**src/rtl/pcileech_cfg_cmd_initiator_pkg.sv**
```systemverilog
// Shared definitions for the config shadow-register command interface.
// Both the requester (initiator) and the responder import this package so
// the command-word layout and status encoding stay in one place.
package pcileech_cfgcmd_pkg;

    // Initiator sequencing states.
    typedef enum logic [1:0] {
        ST_IDLE     = 2'd0,
        ST_ISSUE    = 2'd1,
        ST_WAIT_RSP = 2'd2,
        ST_DONE     = 2'd3
    } cfgcmd_state_e;

    // Completion status codes.
    typedef enum logic [1:0] {
        CFGCMD_OK       = 2'd0,
        CFGCMD_TIMEOUT  = 2'd1,
        CFGCMD_MISMATCH = 2'd2,
        CFGCMD_BAD_FUNC = 2'd3
    } cfgcmd_status_e;

    // Command-word field positions.
    localparam int FUNC_LSB  = 8;
    localparam int SPACE_BIT = 11;
    localparam int WR_BIT    = 12;
    localparam int RD_BIT    = 13;
    localparam int OFS_LSB   = 16;
    localparam int MASK_LSB  = 32;
    localparam int WDATA_LSB = 48;

    // Captured request. mask/wdata are already zero for reads, and the read
    // flag is stored explicitly so an all-zero capture packs to an all-zero word.
    typedef struct packed {
        logic [2:0]  func;
        logic        space;
        logic        write;
        logic        read;
        logic [15:0] offset;
        logic [15:0] mask;
        logic [15:0] wdata;
    } cfgcmd_req_t;

    // Place the captured request fields into the 64-bit command word.
    function automatic logic [63:0] cfgcmd_pack(input cfgcmd_req_t r);
        logic [63:0] w;
        w                    = '0;
        w[FUNC_LSB +: 3]     = r.func;
        w[SPACE_BIT]         = r.space;
        w[WR_BIT]            = r.write;
        w[RD_BIT]            = r.read;
        w[OFS_LSB +: 16]     = r.offset;
        w[MASK_LSB +: 16]    = r.mask;
        w[WDATA_LSB +: 16]   = r.wdata;
        return w;
    endfunction

endpackage

```
**src/rtl/pcileech_cfg_cmd_initiator.sv**
```systemverilog
// Requester side of the config shadow-register command interface.
// Takes one read/write request at a time, issues a 64-bit command word,
// waits for the 32-bit echoed response (or a timeout) and returns a
// completion with status. Responses arriving outside WAIT_RSP are counted
// as strays in a saturating counter.
module pcileech_cfg_cmd_initiator
    import pcileech_cfgcmd_pkg::*;
#(
    parameter int unsigned NUM_FUNCTIONS  = 2,
    parameter int unsigned TIMEOUT_CYCLES = 1024,
    parameter int unsigned STRAY_W        = 8
) (
    input  logic               clk_pcie,
    input  logic               rst,
    input  logic               req_valid,
    output logic               req_ready,
    input  logic               req_write,
    input  logic               req_rw_space,
    input  logic [2:0]         req_func,
    input  logic [15:0]        req_offset,
    input  logic [15:0]        req_mask,
    input  logic [15:0]        req_wdata,
    output logic               cmd_valid,
    input  logic               cmd_ready,
    output logic [63:0]        cmd_data,
    input  logic               rsp_valid,
    input  logic [31:0]        rsp_data,
    output logic               cpl_valid,
    input  logic               cpl_ready,
    output logic [15:0]        cpl_rdata,
    output logic [1:0]         cpl_status,
    output logic               busy,
    output logic [STRAY_W-1:0] stray_count
);

    cfgcmd_state_e  r_state;
    cfgcmd_req_t    r_req;
    logic [15:0]    r_timer;
    logic           r_cmd_valid;
    logic           r_cpl_valid;
    logic [15:0]    r_cpl_rdata;
    cfgcmd_status_e r_cpl_status;
    logic [STRAY_W-1:0] r_stray;

    cfgcmd_req_t    w_req_in;
    logic           w_func_ok;
    logic [15:0]    w_timer_next;
    logic           w_timeout;
    logic           w_ofs_match;

    assign w_func_ok    = (32'(req_func) < NUM_FUNCTIONS);
    assign w_timer_next = r_timer + 16'd1;
    // The window closes when the incremented timer reaches TIMEOUT_CYCLES-1,
    // which places a timeout completion TIMEOUT_CYCLES cycles after the
    // command handshake (the same slot a response on the last cycle gets).
    assign w_timeout    = (32'(w_timer_next) == TIMEOUT_CYCLES - 32'd1);
    assign w_ofs_match  = (rsp_data[31:16] == r_req.offset);

    // Format incoming request fields for capture; reads carry no mask/data.
    always_comb begin
        // NOTE: every field gets a value before any condition, so no latch is inferred.
        w_req_in        = '0;
        w_req_in.func   = req_func;
        w_req_in.space  = req_rw_space;
        w_req_in.write  = req_write;
        w_req_in.read   = ~req_write;
        w_req_in.offset = req_offset;
        if (req_write) begin
            w_req_in.mask  = req_mask;
            w_req_in.wdata = req_wdata;
        end
    end

    // Request sequencing: capture, issue, wait for response/timeout, complete.
    always_ff @(posedge clk_pcie) begin
        // NOTE: sequential state uses <= so every register samples pre-edge values.
        if (rst) begin
            r_state      <= ST_IDLE;
            r_req        <= '0;
            r_timer      <= '0;
            r_cmd_valid  <= 1'b0;
            r_cpl_valid  <= 1'b0;
            r_cpl_rdata  <= '0;
            r_cpl_status <= CFGCMD_OK;
        end else begin
            unique case (r_state)
                ST_IDLE: begin
                    if (req_valid) begin
                        r_req <= w_req_in;
                        if (w_func_ok) begin
                            r_state     <= ST_ISSUE;
                            r_cmd_valid <= 1'b1;
                        end else begin
                            r_state      <= ST_DONE;
                            r_cpl_valid  <= 1'b1;
                            r_cpl_status <= CFGCMD_BAD_FUNC;
                            r_cpl_rdata  <= '0;
                        end
                    end
                end
                ST_ISSUE: begin
                    if (cmd_ready) begin
                        r_state     <= ST_WAIT_RSP;
                        r_cmd_valid <= 1'b0;
                        r_timer     <= '0;
                    end
                end
                ST_WAIT_RSP: begin
                    r_timer <= w_timer_next;
                    // A response on the expiry cycle takes priority over the timeout.
                    if (rsp_valid) begin
                        r_state     <= ST_DONE;
                        r_cpl_valid <= 1'b1;
                        if (w_ofs_match) begin
                            r_cpl_status <= CFGCMD_OK;
                            r_cpl_rdata  <= r_req.write ? 16'h0000
                                                        : {rsp_data[7:0], rsp_data[15:8]};
                        end else begin
                            r_cpl_status <= CFGCMD_MISMATCH;
                            r_cpl_rdata  <= '0;
                        end
                    end else if (w_timeout) begin
                        r_state      <= ST_DONE;
                        r_cpl_valid  <= 1'b1;
                        r_cpl_status <= CFGCMD_TIMEOUT;
                        r_cpl_rdata  <= '0;
                    end
                end
                ST_DONE: begin
                    if (cpl_ready) begin
                        r_state     <= ST_IDLE;
                        r_cpl_valid <= 1'b0;
                    end
                end
                default: r_state <= ST_IDLE;
            endcase
        end
    end

    // Count responses that arrive while no response is expected; saturate.
    always_ff @(posedge clk_pcie) begin
        if (rst) begin
            r_stray <= '0;
        end else if (rsp_valid && (r_state != ST_WAIT_RSP) && !(&r_stray)) begin
            r_stray <= r_stray + STRAY_W'(1);
        end
    end

    assign req_ready   = (r_state == ST_IDLE);
    assign busy        = (r_state != ST_IDLE);
    assign cmd_valid   = r_cmd_valid;
    assign cmd_data    = cfgcmd_pack(r_req);
    assign cpl_valid   = r_cpl_valid;
    assign cpl_rdata   = r_cpl_rdata;
    assign cpl_status  = r_cpl_status;
    assign stray_count = r_stray;

endmodule

```
**config.mk**
```make
export PLATFORM = sky130hd
export DESIGN_NAME = pcileech_cfg_cmd_initiator
export DESIGN_NICKNAME = d
export VERILOG_FILES = /design/src/rtl/pcileech_cfg_cmd_initiator_pkg.sv /design/src/rtl/pcileech_cfg_cmd_initiator.sv
export SDC_FILE = /design/constraint.sdc
export NUM_CORES = 1
export LEC_CHECK = 0
export ABC_AREA = 1
export CORE_UTILIZATION = 44
export DETAILED_ROUTE_END_ITERATION = 10
export GPL_ROUTABILITY_DRIVEN = 0
export PLACE_DENSITY_LB_ADDON = 0.3
export SETUP_SLACK_MARGIN = 0.15
export SYNTH_ARGS = -nofsm -noshare
export SYNTH_HDL_FRONTEND = slang
export SYNTH_SLANG_ARGS = --single-unit
```
**constraint.sdc**
```tcl
create_clock -name clk_pcie -period 2.19 [get_ports clk_pcie]
set_input_delay 0.438 -clock clk_pcie [delete_from_list [all_inputs] [get_ports clk_pcie]]
set_output_delay 0.438 -clock clk_pcie [all_outputs]
set_load 0.005 [all_outputs]
```
======== After elaboration in Yosys (flattened, before gate mapping) ========
Cells that the tools add are included.
word-level totals
  register bits after elaboration ......... 100
  latch bits .............................. 0
  memory bits (writable) .................. 0
  bits in read-only memories .............. 0
  output and inout bits ................... 94
  word-level logic and storage cells ...... 79
  memories kept ........................... 0
cells by class
  $add $sub $neg .......................... 2
  $mul .................................... 0
  divide/modulo/power cells ............... 0
  order comparisons ....................... 1
  equal/unequal tests ..................... 12
  shift-type cells ........................ 0
  muxes and demuxes ....................... 33
  bitwise gates (word level) .............. 1
  reduce and logical (&&, ||, !) cells .... 16
operators by type and width
  cell                   number
  $mux 16                7
  $pmux 16 s2            2
  $mux 32                1
  $mux 2                 11
  $add 16x1->16 const B  1
  $eq 16x10->1 const B   1
  $eq 16x16->1           1
  $reduce_and 4->1       3
  $ne 2x2->1 const B     5
  $add 8x1->8 const B    1
  $mux 1                 8
  $pmux 2 s4             1
  $reduce_and 8->1       1
  $reduce_bool 2->1      4
  $reduce_and 5->1       1
  $eq 2x2->1 const B     2
  $pmux 2 s2             1
  $reduce_and 2->1       2
  $lt 3x2->1 const B     1
  $ne 3x3->1 const B     1
  $pmux 1 s3             1
  $reduce_bool 3->1      1
  $eq 2x1->1 const B     1
  $logic_and 1x1->1      2
  other kinds (5)        5

======== Logic depth before layout (Yosys ltp) ========
Gate-level depths: netlist (run 1).
  depth after elaboration ................. 5
  mapped depth ............................ 16
  mapped depth without buffers ............ 15

======== Worst setup path after synthesis (run 1) ========
Ideal clock, no wire load.
  path kind ............................... register to register
  from .................................... register r_state[0]
  to ...................................... register r_stray[7] (netlist: stray_count[7])
  data arrival time ....................... 1770 ps
  required time ........................... 2075 ps
  setup slack ............................. 306 ps
  stages on the path, launching flop included .. 12
  buffers on the path ..................... 0
  clock period less this slack ............ 1884 ps
  cell sequence ........................... dfxtp_1 -> inv_1 -> ha_1 -> inv_1 -> nand2_1 -> a31oi_1 -> inv_1 -> nor2_1 -> nand2_1 -> nor3_1 -> a21oi_1 -> o21a_1
between the ends
  cells in the longest elaborated chain, start to end .. 3
RTL lines
  element                         RTL line                           source
  from (decl)                     pcileech_cfg_cmd_initiator.sv:36   cfgcmd_state_e r_state;
  from (signal assigned)          pcileech_cfg_cmd_initiator.sv:78   r_state <= ST_IDLE;
  from (signal assigned)          pcileech_cfg_cmd_initiator.sv:91   r_state <= ST_ISSUE;
  from (signal assigned)          pcileech_cfg_cmd_initiator.sv:94   r_state <= ST_DONE;
  $ne 2x2->1                      pcileech_cfg_cmd_initiator.sv:144  end else if (rsp_valid && (r_state != ST_WAIT_RSP) && !(&r_stray)) begin
  $logic_and 1x1->1 (2 in a row)  pcileech_cfg_cmd_initiator.sv:144
  to (signal assigned)            pcileech_cfg_cmd_initiator.sv:145  r_stray <= r_stray + STRAY_W'(1);
  to (decl)                       pcileech_cfg_cmd_initiator.sv:43   logic [STRAY_W-1:0] r_stray;
No other way between the ends.
A chain may end at the register's enable or synchronous reset.

======== Worst setup path in the final report (run 1) ========
  from .................................... register r_timer[0]
  to ...................................... register r_cpl_rdata[12] (netlist: cpl_rdata[12])
between the ends
  cells in the longest elaborated chain, start to end .. 4
RTL lines
  element                            RTL line                           source
  from (decl)                        pcileech_cfg_cmd_initiator.sv:38   logic [15:0] r_timer;
  from (signal assigned)             pcileech_cfg_cmd_initiator.sv:109  r_timer <= w_timer_next;
  $add 16x1->16                      pcileech_cfg_cmd_initiator.sv:52   assign w_timer_next = r_timer + 16'd1;
  $eq 16x10->1                       pcileech_cfg_cmd_initiator.sv:56   assign w_timeout = (32'(w_timer_next) == TIMEOUT_CYCLES - 32'd1);
  $ne 3x3->1 (no source line)        --
  $reduce_and 4->1 (no source line)  --
  to (signal assigned)               pcileech_cfg_cmd_initiator.sv:116  r_cpl_rdata <= r_req.write ? 16'h0000
  to (decl)                          pcileech_cfg_cmd_initiator.sv:41   logic [15:0] r_cpl_rdata;
No other way between the ends.

==> results of run 1 <==
-- cell usage in the layout (no fill, tap or decap), drive strengths merged, types with 4 or more instances in the layout --
cell type      instances
buf                   21
nand4                  9
or2                    4
inv                   45
xnor2                 12
nor2                 111
nand3                 56
conb                  10
clkinvlp               4
dfxtp                100
nor3                   4
ha                     7
nand2                176
a21oi                 58
clkdlybuf4s50        171
o21ai                 32
clkbuf                13
-- sequential cells by signal (all words and copies together) (netlist names) --
signal	count
cmd_data	54
cmd_valid	1
cpl_rdata	16
cpl_status	2
cpl_valid	1
r_state	2
r_timer	16
stray_count	8
-- Yosys cell counts (all sizes together) (2+ instances only) --
library cell	count	area (um^2)
buf	15	121
nand3	56	295
inv	44	170
o21bai	2	15.0
ha	7	87.6
a211oi	2	15.0
nor2	111	495
nand4	9	56.3
o21ai	32	160
clkbuf	24	90.1
or2	4	25.0
nand2	176	696
dfxtp	100	2000
xnor2	12	105
nor3	4	25.0
a21oi	58	290
-- timing repair --
action | in CTS | in global routing
gates resized for setup | 7 | 45
cloned | 1 | 2
hold endpoints to repair | 0 | 0
setup endpoints to repair | 22 | 22
pin swaps | 0 | 16
buffers inserted | 0 | 4
-- critical path: stages, from the launching register on --
cell,delay (ns)
dfxtp_4,0.39
ha_4,0.18
buf_4,0.12
buf_4,0.09
nand3_1,0.07
nand2_1,0.08
nand2_2,0.08
nor3_4,0.20
nand3_2,0.12
nand2_4,0.18
clkbuf_16,0.18
nand3_2,0.05
nand2_1,0.09
nor2_2,0.05
-- power breakdown --
| group | switching, mW | leakage, nW | internal, mW |
|---|---|---|---|
| logic | 1.65 | 1.81 | 1.56 |
| clock network | 0.635 | 0.0852 | 0.480 |
| registers | 0.269 | 0.824 | 2.20 |
| total | 2.55 | 2.72 | 4.24 |
-- worst max-delay path by stage --
stage,endpoint,slack (ns),cells past startpoint
floorplan,stray_count[7],0.31,11
detailed placement,cpl_rdata[9],-0.20,10
global placement,cpl_rdata[7],-0.07,11
CTS,cpl_valid,0.18,15
finish,cpl_rdata[12],0.22,13
global route,cpl_rdata[4],0.07,10
-- through the flow --
step	TNS, ns	power (mW)
finish	0	6.80
global route	0	7.27
CTS	0	6.65
detailed placement	-2.51	5.50
global placement	-0.994	5.38
floorplan	0	4.14
-- layout make-up --
class                      instances  area [um^2]
clock buffer                      12          155
clock inverter                     4         31.3
inverter                          44          179
tap                              136          170
fill                             890         3320
sequential                       100         2020
timing repair inverter             2         22.5
multi-input combinational        491         2490
timing repair buffer             195         1980
-- logic make-up after synthesis --
kind of cell             after synthesis  share of synthesized area (%)
AO/OA/AOI/OAI                        100                           11.1
XOR/XNOR                              13                           2.42
adder cells (fa/ha/maj)                7                           1.86
buffers and inverters                 83                           8.10
flip-flops                           100                           42.5
other                                  1                         0.0796
AND/OR/NAND/NOR                      361                           34.0
-- metal layers --
layer	vias up	global-route usage, %	share of wire (%)
li1	2469	-	-
met1	2268	28.6	42
met2	205	39.9	48
met3	17	6.86	8.1
met4	0	7.44	1.8
met5	-	0	0
==> metrics, run 1 <==
clock transition at the registers of the reported paths 0.10 ns; clock latency on the worst-skew pair 0.37 ns; dpl cells 961; headroom to the max-slew limit 62.9%; DIE AREA 11100 um^2; upper clock frequency limit 0.508 GHz; dpl ws -0.205 ns; Final min period 1.97 ns; drt wl/cell 13.7 um; final non-filler cell area 7050 um^2; synth warn 0; # DRC 0; Antenna Cells 0; mapped cell area 4710 um^2; Hold Path Class input port to flip-flop; ys async rst share 0%; r2r setup slk 0.22 ns; syn_area_per_cell 7.09 um^2; HP Start rst; Arrival @ worst endpoint 2.24 ns; Peak supply drop 0.524 mV; flops & latches, synth 100; Util after Layout 68.0%; Synth cell types 37; vias in the first global route 4545; Top FF cell, synth dfxtp_1; CTS H-tree lvls 3; pin count of the biggest net entering global routing 55; Fin. Hold Viols 0; Post-Route WL 13.4 mm; RSZ-0062 raised after global routing true; post-route ant nets 0; reg-to-reg endpoint cpl_rdata[12]; clock sinks 100; Power Dens Cells 963 nW/um^2; Critical Path RT 2.46 ns; Hold Path Depth 4; Via-to-Cell Ratio 5.04; NumNets Final 941; slack of the critical path 0.221 ns; TritonCTS clock tree built; Pleak 2.72 nW; Overflow after GRT 0; row count 37; DR iter-0 viols 228; R2R depth 13; via count 4959; Pins Over Slew Limit 0; die width 106 um; Hold Buf Count CTS 0; setup violators final 0; Area Growth Syn to Fin 49.7%; Worst Tran Pin Value 0.556 ns; CP Capture Type flip-flop; Seq/Total Area, Yosys 42.5%; Crit Path Class flip-flop to flip-flop; Critical Path Source r_timer[0]; clock root buffer clkbuf_8; Inserted Clock Buffers 9; status finished clean; CP max FO 6; GRT Total Usage 23.5%; share of cells above drive strength 1 14.2%; Core ar. 10400 um^2; Synth Instances 665; Starting Density 45.5%; DP HPWL 9.53 mm; antenna violations before repair 0; Fin Hold WS 0.455 ns; Die Span Y 106 um; period utilization 89.9%; clock buffer depth 2; non-filler cells, final 984; Worst Hold End stray_count[2]; TritonRoute pass-1 iters 5; crit start category flip-flop; Max Cap Viol 0; r2r startpoint r_timer[0]; Post-synth EDFFs 0; first-pass GRT wire length 21.1 mm; num ports 185; I/O Buffers 174; post-place instance area 6630 um^2; Layout Skew 0.0193 ns
Note: power is estimated with default switching activity, not from simulation.
==> inputs of run 2 (changes only) <==
--- a/config.mk
+++ b/config.mk
@@ -14,3 +14,4 @@
 export SYNTH_ARGS = -nofsm -noshare
 export SYNTH_HDL_FRONTEND = slang
 export SYNTH_SLANG_ARGS = --single-unit
+export TNS_END_PERCENT = 30
==> run 2 against run 1 <==
Compared with the run above:
- combinational power down 3%
- worst setup slack about the same
- die area unchanged
- power down 1.4%
- sequential cell count unchanged
- count of clock-buffer cells in the layout unchanged
- cell area down 1.5%
- critical path depth up 3
- global-route usage unchanged
- first-iteration DRC count up 16%
- clock power about the same
- register-to-register slack about the same
- critical endpoint is now cpl_valid
- largest power group unchanged
- highest routed layer unchanged
==> metrics, run 2 (synthesis results as in run 1) <==
status finished clean; Hold Path Class input port to flip-flop; crit-path cells ha_4, nand3_4, inv_2, nand2_1, nand2_1, nand2_1, nor2_1, nand2_1, nor2_2, nand3_2, nand2_4, buf_12, nand3_1, nand2_1, inv_1, nor2_1; Overflow after GRT 0; DIE AREA 11100 um^2; clock root buffer clkbuf_8; headroom to the max-slew limit 62.3%; share of cells above drive strength 1 12.1%; Worst Hold End stray_count[2]; Die Span Y 106 um; number of flip-flops in the largest register 54; num ports 185; Power Dens Cells 964 nW/um^2; reg-to-reg endpoint cpl_valid; setup violators final 0; Pins Over Slew Limit 0; first-pass GRT wire length 21.1 mm; Crit Path Class flip-flop to flip-flop; I/O Buffers 174; DR iter-0 viols 264; CP Capture Type flip-flop; clock sinks 100; CP max FO 12; Pleak 2.68 nW; Area Growth Syn to Fin 47.5%; TritonRoute pass-1 iters 7; pin count of the biggest net entering global routing 55; CP peak stage delay 0.39 ns; CTS H-tree lvls 3; commonest non-fill, non-tap cell in the layout clkdlybuf4s50_1; Via-to-Cell Ratio 4.99; antenna violations before repair 0; r2r setup slk 0.22 ns; most frequent cells in the layout clkdlybuf4s50_1 (171), nand2_1 (167), dfxtp_1 (88); final non-filler cell area 6950 um^2; most used cell along the critical path nand2_1; Final min period 1.97 ns; crit start category flip-flop; Post-Route WL 13.2 mm; top cell family by delay on the critical path simple AND/OR/NAND/NOR gates; GRT Total Usage 23.5%; sum of negative setup slack 0 ns; HP Start rst; via count 4893; clock transition at the registers of the reported paths 0.10 ns; Core ar. 10400 um^2; row count 37; Starting Density 45.5%; clock buffer depth 2; TritonCTS clock tree built; Worst Tran Pin Value 0.565 ns; Fin. Hold Viols 0; Critical Path RT 2.50 ns; slack of the critical path 0.221 ns; Hold Path Depth 4; vias in the first global route 4545; R2R depth 16; Peak supply drop 0.473 mV; Layout Skew 0.0173 ns; post-place instance area 6630 um^2; Total Power 6.70 mW; NumNets Final 938; CP bufs+invs 3; upper clock frequency limit 0.508 GHz; # DRC 0; Max Cap Viol 0; Antenna Cells 0; post-route ant nets 0; Inserted Clock Buffers 9; CP max stage cell dfxtp_4; Arrival @ worst endpoint 2.28 ns; clock latency on the worst-skew pair 0.37 ns; die width 106 um; r2r startpoint r_timer[0]; DP HPWL 9.53 mm; period utilization 89.9%; RSZ-0062 raised after global routing true; drt wl/cell 13.5 um; dpl ws -0.205 ns
==> run 2: timing repair <==
action | 4_1_cts | 5_1_grt
setup endpoints to repair | 22 | 23
pin swaps | 0 | 8
gates cloned | 1 | 1
hold buffers | 0 | 0
buffers inserted | 0 | 2
gates resized for setup | 4 | 31
==> run 2: cell type report <==
type	instances	area [um^2]
timing repair buffer	192	1940
multi-input combinational	491	2440
timing repair inverter	2	17.5
inverter	44	179
tap	136	170
clock buffer	12	155
clock inverter	4	31.3
sequential	100	2020
fill	901	3420
==> run 2: per-layer routing <==
| layer | up-vias | GRT usage, % | wire, um |
|---|---|---|---|
| met5 | - | 0 | 0 |
| met3 | 13 | 6.86 | 1000 |
| li1 | 2464 | - | - |
| met4 | 0 | 7.44 | 216 |
| met2 | 188 | 39.9 | 6250 |
| met1 | 2228 | 28.6 | 5780 |
==> run 2: through the flow <==
stage	utilization, %	instances	hold slack, ns
CTS	65.9	978	0.436
floorplan	-	674	0.457
global route	67.0	981	0.483
finish	67.0	981	0.454
detailed placement	63.9	961	0.456
global placement	63.9	961	0.451
==> run 2: power breakdown <==
| group | leakage (nW) | switching [mW] | internal [mW] |
|---|---|---|---|
| combinational | 1.77 | 1.59 | 1.51 |
| sequential | 0.824 | 0.271 | 2.20 |
| clock | 0.0852 | 0.641 | 0.480 |
==> run 2: how the worst max path moves through the flow <==
| stage | slack [ns] | depth (start not counted) | start | to |
|---|---|---|---|---|
| 5_1_grt | 0.09 | 13 | r_timer[0] | cpl_rdata[1] |
| 6_report | 0.22 | 16 | r_timer[0] | cpl_valid |
| 4_1_cts | 0.06 | 4 | r_state[0] | req_ready |
| 2_1_floorplan | 0.31 | 11 | r_state[0] | stray_count[7] |
| 3_5_place_dp | -0.20 | 10 | rsp_data[31] | cpl_rdata[9] |
| 3_3_place_gp | -0.07 | 11 | rsp_data[22] | cpl_rdata[7] |
==> run 2: worst min-delay path, stage by stage <==
cell and delay [ns]:
buf_2 0.09, inv_1 0.12, nand2_1 0.10, a21oi_1 0.03
